<file path="src/rtl/branch_target_predictor.sv">
// Direct-mapped branch target buffer with saturating direction counters.
// Combinational lookup for IF, resolution/training port for EX/MEM.
module branch_target_predictor #(
  parameter int XLEN     = 32,
  parameter int ENTRIES  = 16,
  parameter int CTR_BITS = 2
) (
  input  logic            clk,
  input  logic            rst,
  input  logic            lookup_valid,
  input  logic [XLEN-1:0] lookup_pc,
  output logic            pred_taken,
  output logic [XLEN-1:0] pred_target,
  input  logic            update_valid,
  input  logic [XLEN-1:0] update_pc,
  input  logic            update_is_branch,
  input  logic            update_taken,
  input  logic [XLEN-1:0] update_target,
  input  logic [XLEN-1:0] update_pred_target,
  input  logic            flush,
  output logic            mispredict,
  output logic [XLEN-1:0] redirect_pc,
  output logic [31:0]     stat_lookups,
  output logic [31:0]     stat_mispredicts
);

  localparam int IDX  = $clog2(ENTRIES);
  localparam int TAGW = XLEN - IDX - 2;

  localparam logic [CTR_BITS-1:0] CTR_MAX = {CTR_BITS{1'b1}};
  localparam logic [CTR_BITS-1:0] CTR_WT  =
    CTR_BITS'(1) << (CTR_BITS - 1);
  localparam logic [CTR_BITS-1:0] CTR_WNT = CTR_WT - CTR_BITS'(1);

  logic [ENTRIES-1:0]  valid_q;
  logic [ENTRIES-1:0]  uncond_q;
  logic [TAGW-1:0]     tag_q    [ENTRIES];
  logic [XLEN-1:0]     target_q [ENTRIES];
  logic [CTR_BITS-1:0] ctr_q    [ENTRIES];
  logic [31:0]         lookups_q;
  logic [31:0]         mispredicts_q;

  logic [IDX-1:0]      l_idx;
  logic [TAGW-1:0]     l_tag;
  logic                l_hit;
  logic [IDX-1:0]      u_idx;
  logic [TAGW-1:0]     u_tag;
  logic                u_hit;
  logic [CTR_BITS-1:0] u_ctr;
  logic [XLEN-1:0]     actual_next;
  logic                unused_ok;

  assign l_idx = lookup_pc[IDX+1:2];
  assign l_tag = lookup_pc[XLEN-1:IDX+2];
  assign l_hit = lookup_valid & valid_q[l_idx]
               & (tag_q[l_idx] == l_tag);

  assign pred_taken  = l_hit
                     & (uncond_q[l_idx] | ctr_q[l_idx][CTR_BITS-1]);
  assign pred_target = pred_taken ? target_q[l_idx]
                                  : lookup_pc + XLEN'(4);

  assign u_idx = update_pc[IDX+1:2];
  assign u_tag = update_pc[XLEN-1:IDX+2];
  assign u_hit = valid_q[u_idx] & (tag_q[u_idx] == u_tag);
  assign u_ctr = ctr_q[u_idx];

  assign actual_next = update_taken ? update_target
                                    : update_pc + XLEN'(4);
  assign mispredict  = update_valid
                     & (actual_next != update_pred_target);
  assign redirect_pc = actual_next;

  assign unused_ok = ^{lookup_pc[1:0], update_pc[1:0]};

  // Valid bits and counters carry reset; flush only drops valid bits.
  always_ff @(posedge clk or posedge rst) begin
    if (rst) begin
      valid_q <= '0;
      for (int i = 0; i < ENTRIES; i++) ctr_q[i] <= CTR_WNT;
    end else if (flush) begin
      valid_q <= '0;
    end else if (update_valid) begin
      if (update_taken) begin
        valid_q[u_idx] <= 1'b1;
        if (!u_hit)
          ctr_q[u_idx] <= CTR_WT;
        else if (u_ctr != CTR_MAX)
          ctr_q[u_idx] <= u_ctr + CTR_BITS'(1);
      end else if (u_hit && u_ctr != '0) begin
        ctr_q[u_idx] <= u_ctr - CTR_BITS'(1);
      end
    end
  end

  // Payload is meaningless while the valid bit is clear, so no reset.
  always_ff @(posedge clk) begin
    if (!flush && update_valid && update_taken) begin
      tag_q[u_idx]    <= u_tag;
      target_q[u_idx] <= update_target;
      uncond_q[u_idx] <= ~update_is_branch;
    end
  end

  always_ff @(posedge clk or posedge rst) begin
    if (rst) begin
      lookups_q     <= '0;
      mispredicts_q <= '0;
    end else begin
      if (lookup_valid && lookups_q != 32'hFFFF_FFFF)
        lookups_q <= lookups_q + 32'd1;
      if (mispredict && mispredicts_q != 32'hFFFF_FFFF)
        mispredicts_q <= mispredicts_q + 32'd1;
    end
  end

  assign stat_lookups     = lookups_q;
  assign stat_mispredicts = mispredicts_q;

endmodule

</file>
<file path="config.mk">
export PLATFORM = sky130hd
export DESIGN_NAME = branch_target_predictor
export DESIGN_NICKNAME = d
export VERILOG_FILES = /design/src/rtl/branch_target_predictor.sv
export SDC_FILE = /design/constraint.sdc
export NUM_CORES = 2
export LEC_CHECK = 0
export ABC_CLOCK_PERIOD_IN_PS = 9750
export BUFFER_PORTS_ARGS = -buffer_cell sky130_fd_sc_hd__buf_2
export CELL_PAD_IN_SITES_DETAIL_PLACEMENT = 0
export CELL_PAD_IN_SITES_GLOBAL_PLACEMENT = 1
export CORE_MARGIN = 2
export CORE_UTILIZATION = 40
export DETAILED_ROUTE_END_ITERATION = 8
export GPL_TIMING_DRIVEN = 0
export PLACE_DENSITY = 0.73
export SYNTH_ARGS = -nofsm -noshare
export SYNTH_HDL_FRONTEND = slang
export SYNTH_SLANG_ARGS = --single-unit
</file>
<file path="constraint.sdc">
create_clock -name clk -period 9.75 [get_ports clk]
set_input_delay 0.4875 -clock clk [delete_from_list [all_inputs] [get_ports clk]]
set_output_delay 0.4875 -clock clk [all_outputs]
set_load 0.1 [all_outputs]
</file>
==> results.toml <==
[run_status]
status = "finished with violations"
violations = "capacitance limit, slew limit"

[critical_path]
end_kind = "output port"
cp-start-kind = "input port"
cpMaxStageDelayCell = "nand4_1"
r2r_cells = 12
worst-path-buf-inv = 6
path_max_fanout = 10
crit_path_max_incr_delay_ps = 860
crit_top_cell = "clkbuf_1"
cp.arrival_ps = 6640
path_depth = 13
critical_path.cell_chain = "buf_2 -> clkbuf_1 -> clkbuf_1 -> buf_1 -> mux4_2 -> mux4_2 -> xnor2_1 -> nand2_1 -> nor3_1 -> nand4_1 -> clkbuf_1 -> mux2_2 -> buf_2"
critPathKind = "in -> out"
cp_data_required_time_ps = 9260
cp_top_family = "buffers and inverters"

[clock_tree]
h-tree-depth = 3
cts_sinks = 1056
root_buffer = "clkbuf_16"
cts_buffers = 106
clk_latency_ps = 740
cts_resized = 0
clk_path_buf_depth = 3
postCtsSetupBuffers = 0
cts_tree = "built"
path_clk_slew_ps = 70

[finish]
fin_util_pct = 47.1
finalNetCount = 3314
finalInstanceArea_sq_um = 56600
stdcell_count = 4879
area_growth_pct = 17.0
mostFrequentLayoutCells = "edfxtp_1 (944), mux4_2 (379), buf_2 (284), xnor2_1 (137), nand2_1 (116)"
drive_gt1_share_pct = 31.5
fillers = 10200
final_common_cell = "edfxtp_1"

[floorplan]
die_x_um = 352
dieHeight_um = 352
rows = 127
core_sq_um = 120000
die_area_sq_um = 124000
initial_core_util_pct = 40.3
ios = 265

[detailed_routing]
detail-route-antenna-nets = 0
wl_per_cell_um = 33.9
route.vias.total = 30100
drc = 0
drt_pass1_iterations = 5
via_per_inst = 6.17
drt_iter0_drc = 4432
routed_wl_mm = 165

[sta]
finalCriticalPeriod_ps = 7130
fin_skew_ps = 86.9
rsz0062_at_grt = "no"
setup_viol = 0
finalMaxSlewViolations = 1
setup_ws_ps = 2620
period_share_pct = 73.1
relSlewSlack_pct = -0.0266
max_freq_mhz = 140
worstMarginPinSlew_ps = 1480
hold_violations = 0

[yosys]
synth-edff-count = 944
synth_top_area_cell = "edfxtp_1"
synthTopCellsByArea = "edfxtp_1 (59%), mux4_2 (18%), dfrtp_1 (5.0%), xnor2_1 (2.5%), mux2_2 (1.7%)"
ys_warn_count = 0
synth_top_area_share_pct = 58.6
syn_nets = 2895
syn_inst = 2751
synth-seq-cells = 1056
async_flop_share_pct = 10.6
synth-main-ff-cell = "edfxtp_1"
yosysSeqAreaShare_pct = 64.5
netlist_area_sq_um = 48400
synth_cell_types = 80
avgSynthCellArea_sq_um = 17.6

[pwr]
totalPowerFinal_uw = 10600
vdd_drop_max_v = 0.000169
p_per_area_nw_per_um2 = 188
leakage_uw = 0.0189

[global_routing]
grt_pass1_wl_mm = 228
grt_usage_pct = 26.6
grt_remaining_overflow = 0
antenna_found_initial = 21
first_global_vias = 29100
grt_max_degree = 95

[placed_design]
port-buffer-count = 256
hpwl_mm = 117
place_inst = 4673
place_ws_ps = 2650
placed_cell_area_sq_um = 53000
finalWeightedCongestion = 0.980

[job]
cap_violations = 1

[hold_path]
min_path_cells = 1
worstHoldPathType = "in -> reg"
area by class of cell:
cell class              instances  area (sq um)  area share, %
clock inverters                74           807           1.43
multi-input cells            1475         16300           28.9
repair buffers                311          2490           4.41
flip-flops and latches       1056         31200           55.1
well taps                    1612          2020           3.57
inverters                      47           181          0.321
plain buffers                 173           802           1.42
diodes                          7          17.5         0.0310
clock buffers                 124          2750           4.86
cells by family (layout without fill, tap and decap cells):
logic type,after synthesis,count (layout),synth area share [%]
compound gates,237,237,3.26
xor+xnor,221,221,4.00
fa+ha+maj,9,9,0.233
buf+inv,220,729,2.02
flops,1056,1056,64.5
mux,524,524,21.1
other cells,0,7,0
simple gates,484,484,4.95
sequential cells by signal (all words and copies together) (netlist names):
| name | cells |
|---|---|
| ctr_q | 32 |
| uncond_q | 16 |
| valid_q | 16 |
| stat_lookups | 32 |
| stat_mispredicts | 32 |
| tag_q | 416 |
| target_q | 512 |
where the power goes:
group	total [uW]	leakage [uW]	internal [uW]	switching, uW
clock	4190	0.00173	2380	1810
sequential	5080	0.00994	5010	65.0
combinational	1350	0.00727	395	954
total	10600	0.0189	7790	2830
routing by layer:
metal | vias to the layer above | GRT usage (%) | wire (um)
met1 | 15800 | 35.7 | 63100
met3 | 308 | 7.63 | 19900
met5 | - | 0 | 150
li1 | 12000 | - | -
met2 | 1961 | 41.2 | 76000
met4 | 26 | 9.77 | 6100
synthesized netlist by cell type (5+ instances only):
master	instances
and3_1	32
dfstp_2	16
mux4_2	379
a22oi_1	10
mux2_1	10
buf_4	11
a31oi_1	9
edfxtp_1	944
dfrtp_1	96
buf_6	8
nand4_1	32
a22o_1	6
nor2b_1	13
o21ai_0	66
nand2_1	116
buf_2	28
mux2_2	75
a2bb2oi_1	5
mux4_1	6
nand3_1	56
a211oi_1	16
and4_1	9
clkbuf_1	92
o22ai_1	33
or2_2	7
mux2i_1	54
inv_1	46
ha_1	9
o21ai_1	10
nor4_1	27
a221oi_1	7
a21oi_1	32
nor3_1	34
nor2_1	128
buf_1	33
a2111oi_0	5
xor2_1	84
nand2b_1	6
xnor2_1	137
what timing repair did:
action	4_1_cts	5_1_grt
endpoints found under the hold margin	18	0
hold buffers	1	0
endpoints found under the setup margin	0	0
stage by stage:
stage	setup TNS (ps)	hold WS, ps
finish	0	140
global placement	-280140	469
CTS	0	111
floorplan	0	493
detailed placement	0	438
global route	0	146
worst paths after layout:
| check | end | slack [ps] | startpoint |
|---|---|---|---|
| max in group asynchronous | ctr_q[16] | 8680 | rst |
| min in group asynchronous | stat_mispredicts[21] | 320 | rst |
| worst max-delay path | pred_target[8] | 2620 | lookup_pc[3] |
| worst min-delay path | tag_q[15][14] | 140 | update_pc[20] |
| worst min register to register | stat_lookups[27] | 480 | stat_lookups[27] |
| worst max register to register | ctr_q[3] | 5220 | tag_q[2][1] |
Power figures use the tool's default switching activity.
